### config.mk
export PLATFORM = sky130hd
export DESIGN_NAME = hazard_ctrl
export DESIGN_NICKNAME = d
export VERILOG_FILES = /design/src/rtl/hazard_ctrl.sv
export SDC_FILE = /design/constraint.sdc
export NUM_CORES = 1
export LEC_CHECK = 0
export CAP_MARGIN = 25
export CORE_MARGIN = 3
export CORE_UTILIZATION = 42
export DETAILED_ROUTE_END_ITERATION = 8
export HOLD_SLACK_MARGIN = 0.03
export PLACE_DENSITY = 0.8
export REMOVE_ABC_BUFFERS = 1
export SLEW_MARGIN = 5
export SYNTH_ARGS = -nofsm -noshare
export SYNTH_HDL_FRONTEND = slang
export SYNTH_SLANG_ARGS = --single-unit
### constraint.sdc
create_clock -name clk -period 2.1 [get_ports clk]
set_clock_uncertainty 0.2 [all_clocks]
set_input_delay 0.42 -clock clk [delete_from_list [all_inputs] [get_ports clk]]
set_output_delay 0.42 -clock clk [all_outputs]
set_load 0.03 [all_outputs]
### src/rtl/hazard_ctrl.sv
// Pipeline hazard controller: load-use stall, branch/jump flush, memory-wait freeze, operand forwarding.
// Latency: stall/flush outputs are combinational (same cycle); fwdA_X/fwdB_X are registered (1 cycle).
// Backpressure: a pending data-memory access (mem_req_M & ~mem_ready) freezes the whole pipe front.
//
// Ports:
//   clk, rst (async active-low)
//   rs_D/rt_D, use_rs_D/use_rt_D      : Decode sources
//   dst_X/dst_M, RegWrite_X/M, MemRead_X : Execute/Memory producers
//   mem_req_M, mem_ready              : data-memory handshake
//   BeqValid_X, Jump_D                : control-flow redirects
//   stall_FD, stall_XM, flush_D/X/W   : pipeline register controls
//   fwdA_X, fwdB_X                    : 00 regfile, 01 from M, 10 from W
//   mem_timeout (sticky), stall_cnt (saturating)
module hazard_ctrl #(
    parameter int TIMEOUT = 255,
    parameter int CNT_W   = 16
) (
    input  logic             clk,
    input  logic             rst,
    input  logic [4:0]       rs_D,
    input  logic [4:0]       rt_D,
    input  logic             use_rs_D,
    input  logic             use_rt_D,
    input  logic [4:0]       dst_X,
    input  logic [4:0]       dst_M,
    input  logic             RegWrite_X,
    input  logic             RegWrite_M,
    input  logic             MemRead_X,
    input  logic             mem_req_M,
    input  logic             mem_ready,
    input  logic             BeqValid_X,
    input  logic             Jump_D,
    output logic             stall_FD,
    output logic             stall_XM,
    output logic             flush_D,
    output logic             flush_X,
    output logic             flush_W,
    output logic [1:0]       fwdA_X,
    output logic [1:0]       fwdB_X,
    output logic             mem_timeout,
    output logic [CNT_W-1:0] stall_cnt
);

    localparam int WAIT_W = $clog2(TIMEOUT + 1);

    typedef enum logic {
        RUN      = 1'b0,
        MEM_WAIT = 1'b1
    } state_t;

    state_t            state;
    logic [WAIT_W-1:0] wait_cnt;

    logic       freeze;
    logic       x_writes;
    logic       m_writes;
    logic       load_use;
    logic [1:0] fwd_a_nxt;
    logic [1:0] fwd_b_nxt;
    logic       wait_next;

    // Freeze is evaluated in both states so the very first stalled cycle
    // (still in RUN) already holds the pipe.
    assign freeze   = mem_req_M & ~mem_ready;
    assign x_writes = RegWrite_X & (dst_X != 5'd0);
    assign m_writes = RegWrite_M & (dst_M != 5'd0);
    assign load_use = MemRead_X & x_writes &
                      ((use_rs_D & (rs_D == dst_X)) | (use_rt_D & (rt_D == dst_X)));

    // Next cycle is a memory-wait cycle: entering from RUN, or still waiting.
    assign wait_next = (state == RUN) ? freeze : ~mem_ready;

    always_comb begin
        stall_FD = 1'b0;
        stall_XM = 1'b0;
        flush_D  = 1'b0;
        flush_X  = 1'b0;
        flush_W  = 1'b0;
        if (freeze) begin
            stall_FD = 1'b1;
            stall_XM = 1'b1;
            flush_W  = 1'b1;
        end else if (BeqValid_X) begin
            flush_D = 1'b1;
            flush_X = 1'b1;
        end else if (load_use) begin
            stall_FD = 1'b1;
            flush_X  = 1'b1;
        end else if (Jump_D) begin
            flush_D = 1'b1;
        end
    end

    // The instruction now in Execute will sit in Memory next cycle (01),
    // the one in Memory will sit in Writeback (10); the nearer producer wins.
    always_comb begin
        fwd_a_nxt = 2'b00;
        fwd_b_nxt = 2'b00;
        if (x_writes && rs_D == dst_X)      fwd_a_nxt = 2'b01;
        else if (m_writes && rs_D == dst_M) fwd_a_nxt = 2'b10;
        if (x_writes && rt_D == dst_X)      fwd_b_nxt = 2'b01;
        else if (m_writes && rt_D == dst_M) fwd_b_nxt = 2'b10;
    end

    always_ff @(posedge clk or negedge rst) begin
        if (!rst) begin
            fwdA_X <= 2'b00;
            fwdB_X <= 2'b00;
        end else if (stall_XM) begin
            fwdA_X <= fwdA_X;
            fwdB_X <= fwdB_X;
        end else if (flush_X) begin
            fwdA_X <= 2'b00;
            fwdB_X <= 2'b00;
        end else begin
            fwdA_X <= fwd_a_nxt;
            fwdB_X <= fwd_b_nxt;
        end
    end

    // Wait FSM: wait_cnt equals the number of consecutive memory-wait
    // cycles so far; it saturates at TIMEOUT so it can never wrap.
    always_ff @(posedge clk or negedge rst) begin
        if (!rst) begin
            state       <= RUN;
            wait_cnt    <= '0;
            mem_timeout <= 1'b0;
        end else begin
            if (wait_next) begin
                state <= MEM_WAIT;
                if (wait_cnt != WAIT_W'(TIMEOUT))
                    wait_cnt <= wait_cnt + WAIT_W'(1);
                if (wait_cnt + WAIT_W'(1) >= WAIT_W'(TIMEOUT))
                    mem_timeout <= 1'b1;
            end else begin
                state    <= RUN;
                wait_cnt <= '0;
            end
        end
    end

    always_ff @(posedge clk or negedge rst) begin
        if (!rst)
            stall_cnt <= '0;
        else if (stall_FD && stall_cnt != '1)
            stall_cnt <= stall_cnt + CNT_W'(1);
    end

endmodule

==> results of run 1 <==
-- per-stage QoR --
step                      setup WS, ns  TNS (ns)
final                           -0.322    -0.947
after global routing            -0.389     -1.49
after CTS                       -0.299    -0.736
after detailed placement         -1.06    -13.77
after global placement           -1.03    -13.08
after floorplan                 -0.324     -2.75
-- flip-flops by register name (all words and copies together), names as in the netlist --
register     cells
fwdA_X           2
stall_cnt       16
mem_timeout      1
wait_cnt         8
fwdB_X           2
state            1
-- Yosys cell counts, types with 2 or more instances --
cell,number,area (um^2)
dfrtp_1,30,751
nor3_1,4,20.0
and3_1,2,12.5
nor3b_1,2,15.0
inv_1,5,18.8
nor4_2,3,37.5
nor2_1,13,48.8
nor3_2,2,20.0
ha_1,3,37.5
a31oi_1,2,12.5
nand4_1,11,68.8
nor4b_2,2,30.0
nand3_1,14,70.1
a21oi_1,5,25.0
nand2_1,9,33.8
xnor2_1,21,184
xor2_1,21,184
nand2b_1,2,12.5
o21ai_1,2,10.0
a211oi_1,2,15.0
-- power by group through the flow --
stage               Combinational [W]  Clock, W  Sequential [W]
floorplan                    0.000182         0        0.000851
global placement             0.000724         0        0.000693
detailed placement           0.000738         0        0.000698
CTS                          0.000783  0.000588        0.000687
global route                 0.000875  0.000621        0.000700
finish                       0.000832  0.000593        0.000697
-- logic make-up after synthesis --
family | count (synthesis) | synth area share (%)
AND/OR/NAND/NOR | 72 | 23.6
AO/OA/AOI/OAI | 23 | 10.3
adder cells (fa/ha/maj) | 3 | 2.06
XOR/XNOR | 42 | 20.2
flip-flops | 30 | 41.2
multiplexers | 1 | 0.823
buffers and inverters | 8 | 1.85
-- routing by layer --
metal / global-route usage, % / up-vias
li1: - / 896
met3: 4.77 / 17
met4: 10.0 / 0
met1: 29.6 / 977
met2: 44.9 / 64
met5: 0 / -
-- worst max-delay path, stage by stage --
cell	delay, ns
buf_8	0.10
or4_4	0.55
o21a_4	0.22
buf_4	0.14
a31oi_4	0.16
nor2_2	0.07
buf_6	0.14
-- area by class of cell --
class	instances	area, um^2
multi-input cells	141	1230
repair buffers	121	1070
fillers	252	832
flip-flops and latches	30	751
clock buffers	5	68.8
well taps	50	62.6
clock inverters	3	40.0
inverters	6	27.5
-- what timing repair did --
action	4_1_cts	5_1_grt
setup buffers	21	6
setup endpoints to repair	26	28
resized for setup	114	33
pin swaps	27	20
-- worst paths after layout --
kind                                 end  depth (start not counted)
setup reg to reg            stall_cnt[1]                          7
hold / removal               mem_timeout                          1
max in group asynchronous    wait_cnt[1]                          2
min in group asynchronous  stall_cnt[15]                          2
hold reg to reg              mem_timeout                          1
setup / recovery                 flush_X                          7
==> metrics.md, run 1 <==
| Metric | Value |
|---|---|
| Status | `finished, violations left` |
| Failing checks | `negative setup slack` |
| Hold crit path type | `reg2reg` |
| Via count | `1954` |
| Number of library cell types mapped by synthesis | `44` |
| Kind of critical path | `in2out` |
| DRT Pass-1 Iters | `4` |
| Final #Nets | `339` |
| Total power | `0.00212 W` |
| Prevailing post-synth register cell | `dfrtp_1` |
| Mean area per synthesized cell | `10.2 um^2` |
| Drt drc | `0` |
| CP startpoint kind | `primary input` |
| Drt total wl | `6.62 mm` |
| Vias in the first global route | `2078` |
| Critical path capture point type | `primary output` |
| Part of the power in combinational logic | `39.2%` |
| DIE WIDTH | `71.9 um` |
| Initial Utilization | `44.6%` |
| CTS tree | `yes` |
| Non-Filler Instances | `356` |
| CTS Hold Bufs | `0` |
| Tcrit/Tclk final | `115%` |
| Post-synth EDFFs | `0` |
| Most frequent cells in the layout | `59 x buf_4, 30 x dfrtp_1, 23 x clkdlybuf4s50_1` |
| Synth-to-Final Area Change | `78.5%` |
| Port bufs | `56` |
| DP Area | `2750 um^2` |
| Share of cells above drive strength 1 | `41.8%` |
| Reg power frac | `32.8%` |
| Peak VDD IR | `452 uV` |
| FMAX | `0.413 GHz` |
| Leakage power | `1.59 nW` |
| Via/cell ratio | `5.49` |
| Met3 wire len | `293 um` |
| CP arrival | `1.80 ns` |
| Pwr/cell area | `652 nW/um^2` |
| Crit path time final | `2.42 ns` |
| Clk pin slew, worst setup/hold paths | `0.06 ns` |
| Hold_ws | `0.275 ns` |
| Met2 WL | `3.56 mm` |
| Die area | `5170 um^2` |
| Syn Inst Count | `179` |
| Initial antenna violation count | `0` |
| Final hold violations | `0` |
| Commonest non-fill, non-tap cell in the layout | `buf_4` |
| Global-route wire length before repair | `9.99 mm` |
| Share of flip-flops with an asynchronous set or reset | `100%` |
| RSZ-0062 raised after global routing | `yes` |
| Core footprint | `4090 um^2` |
| Placer congestion estimate | `0.787` |
| Clk buf depth | `2` |
| Internal | `0.00139 W` |
| Worst hold path startpoint | `mem_timeout` |
| Post-Synthesis Cell Area | `1820 um^2` |
| Clock Power Share | `28.0%` |
| Max_cap viols | `0` |
| DR iter-0 viols | `109` |
| Largest net degree at the start of global routing | `31` |
| Worst setup margin | `-0.322 ns` |
| Diodes inserted | `0` |
| Total CTS buffers | `5` |
| Fin. max-slew vios | `0` |
| Clock latency on the worst-skew pair | `0.30 ns` |
| Met1 wire length | `2.58 mm` |
| Synth Register Bits | `30` |
| H-tree depth | `2` |
| Sw frac | `34.7%` |
| Syn. warnings | `0` |
| Reg2reg setup slack | `-0.05 ns` |
| # placed instances | `326` |
| Tot GR Track Use | `25.2%` |
| Max Used Layer | `met4` |
| Sequential area share after synthesis | `41.2%` |
| Die height | `71.9 um` |
| Setup Viol. Count Final | `6` |
| Final instance area | `3250 um^2` |
| I/O Pins | `57` |
| Clock Tree Root | `clkbuf_8` |
| Reg2Reg Launch Point | `stall_cnt[1]` |
| Remaining Overflow, GRT | `0` |
| Critical path peak fanout | `3` |
| DR WL/cell | `18.6 um` |
| Crit path launch | `dst_X[4]` |
| Util after Layout | `79.6%` |
| Row count | `23` |
| Critical Path RT | `1.48 ns` |
| Max-Slew Margin vs Limit | `71.3%` |
| Worst slew pin tran | `0.431 ns` |
| Antenna-violating nets left | `0` |
| NetSw | `0.000737 W` |
| Clock sinks | `30` |
| Hpwl dp | `3.96 mm` |
(Power assumes the default switching activity.)
==> inputs of run 2 (changes only) <==
- ABC_CLOCK_PERIOD_IN_PS: not set -> 2100
==> results of run 2 <==
Same layout as run 1: the final DEF is identical, and so are final timing and power.
==> inputs of run 3 (changes only) <==
- MAX_ROUTING_LAYER: not set -> met4
==> metrics.md, run 3 (same netlist as run 1, synthesis figures left out) <==
| Metric | Value |
|---|---|
| Hold_ws | `0.275 ns` |
| Tot GR Track Use | `26.0%` |
| Clk buf depth | `2` |
| R2R depth | `7` |
| Util after Layout | `79.6%` |
| Initial Utilization | `44.6%` |
| Setup Viol. Count Final | `6` |
| Clock Tree Root | `clkbuf_8` |
| Status | `finished, violations left` |
| Critical Path, Cell by Cell | `buf_8, or4_4, o21a_4, buf_4, a31oi_4, nor2_2, buf_6` |
| Synth-to-Final Area Change | `78.5%` |
| Critical Path RT | `1.48 ns` |
| Clk pin slew, worst setup/hold paths | `0.06 ns` |
| Max-Slew Margin vs Limit | `71.0%` |
| Core footprint | `4090 um^2` |
| Worst setup margin | `-0.322 ns` |
| Final hold violations | `0` |
| Failing checks | `negative setup slack` |
| Largest register FFs | `16` |
| Fin. max-slew vios | `0` |
| Commonest non-fill, non-tap cell in the layout | `buf_4` |
| Max_cap viols | `0` |
| DRT Pass-1 Iters | `4` |
| Antenna-violating nets left | `0` |
| Die height | `71.9 um` |
| Crit path to | `flush_X` |
| Largest net degree at the start of global routing | `31` |
| Crit path launch | `dst_X[4]` |
| Drt total wl | `6.67 mm` |
| Critical path peak fanout | `3` |
| Die area | `5170 um^2` |
| CP max-delay cell | `or4_4` |
| Diodes inserted | `0` |
| Hpwl dp | `3.96 mm` |
| Crit-path max cell delay | `0.55 ns` |
| RSZ-0062 raised after global routing | `yes` |
| Pwr/cell area | `652 nW/um^2` |
| Most frequent cells in the layout | `59 x buf_4, 30 x dfrtp_1, 23 x clkdlybuf4s50_1` |
| Initial antenna violation count | `0` |
| CTS tree | `yes` |
| Biggest regs | `stall_cnt (16), wait_cnt (8)` |
| DR WL/cell | `18.7 um` |
| Reg2reg setup slack | `-0.05 ns` |
| Via count | `1956` |
| Total CTS buffers | `5` |
| Hold Path Depth | `1` |
| Crit path time final | `2.42 ns` |
| Final #Nets | `339` |
| Hold crit path type | `reg2reg` |
| Worst reg2reg endpoint | `stall_cnt[1]` |
| Global-route wire length before repair | `10.0 mm` |
| Clock sinks | `30` |
| Vias in the first global route | `2081` |
| Worst slew pin tran | `0.435 ns` |
| Tcrit/Tclk final | `115%` |
| FMAX | `0.413 GHz` |
| Worst hold path startpoint | `mem_timeout` |
| Fillers | `252` |
| DR iter-0 viols | `101` |
| Kind of critical path | `in2out` |
| CTS Hold Bufs | `0` |
| Peak VDD IR | `453 uV` |
| Row count | `23` |
| Remaining Overflow, GRT | `0` |
| Reg2Reg Launch Point | `stall_cnt[1]` |
| CP startpoint kind | `primary input` |
| Share of cells above drive strength 1 | `41.8%` |
| I/O Pins | `57` |
| Leakage power | `1.59 nW` |
| Critical path capture point type | `primary output` |
| Drt drc | `0` |
| Clock latency on the worst-skew pair | `0.29 ns` |
| H-tree depth | `2` |
| Port bufs | `56` |
| Via/cell ratio | `5.49` |
| Placer congestion estimate | `0.798` |
| DIE WIDTH | `71.9 um` |
| Reg with most FFs | `stall_cnt` |
| CP arrival | `1.80 ns` |
==> run 3: cell counts in the layout (fill, tap and decap cells not counted) <==
No cell type changed its count.
==> run 3: timing repair <==
| action | CTS | global route |
|---|---|---|
| setup endpoints to repair | 26 | 28 |
| buffers inserted | 21 | 6 |
| endpoints found under the hold margin | 0 | 0 |
| resized for setup | 114 | 33 |
| pin swaps | 27 | 20 |
==> run 3: layer usage <==
metal / GRT usage [%] / vias up / routed length (um) / part of all wire, %
met3: 4.77 / 16 / 298 / 4.5
li1: - / 894 / - / -
met2: 44.9 / 63 / 3560 / 53
met4: 10.0 / 0 / 188 / 2.8
met5: - / - / 0 / 0
met1: 29.7 / 983 / 2630 / 39
==> run 3: layout make-up <==
| class | count | area, um^2 | area share, % |
|---|---|---|---|
| clock inverter | 3 | 40.0 | 1.23 |
| sequential | 30 | 751 | 23.1 |
| timing repair buffer | 121 | 1070 | 33.0 |
| tap | 50 | 62.6 | 1.92 |
| inverter | 6 | 27.5 | 0.846 |
| clock buffer | 5 | 68.8 | 2.11 |
| multi-input combinational | 141 | 1230 | 37.8 |
==> run 3: worst min path at each step <==
stage | slack (ns) | to
2_1_floorplan | -0.08 | fwdA_X[0]
3_3_place_gp | 0.26 | mem_timeout
3_5_place_dp | 0.27 | mem_timeout
4_1_cts | 0.28 | mem_timeout
5_1_grt | 0.32 | mem_timeout
6_report | 0.28 | mem_timeout
==> run 3: power by group <==
part           leakage, nW  switching, W  internal, W
Sequential           0.402     0.0000555     0.000642
Combinational         1.13      0.000439     0.000394
Clock               0.0579      0.000240     0.000349
Total                 1.59      0.000735      0.00139
==> run 3: worst max-delay path: cells and delay by family <==
kind	cells	cell delay (ns)
AND/OR/NAND/NOR	2	0.62
AO/OA/AOI/OAI	2	0.38
buffers and inverters	3	0.38
==> run 3: metrics by stage <==
stage	area [um^2]	power, W	cells	setup TNS, ns	setup WS [ns]
5_1_grt	3250	0.00220	356	-1.49	-0.389
3_5_place_dp	2750	0.00144	326	-13.77	-1.06
6_report	3250	0.00212	356	-0.944	-0.322
2_1_floorplan	1810	0.00103	177	-2.75	-0.324
3_3_place_gp	2750	0.00142	326	-13.08	-1.03
4_1_cts	3060	0.00206	354	-0.736	-0.299
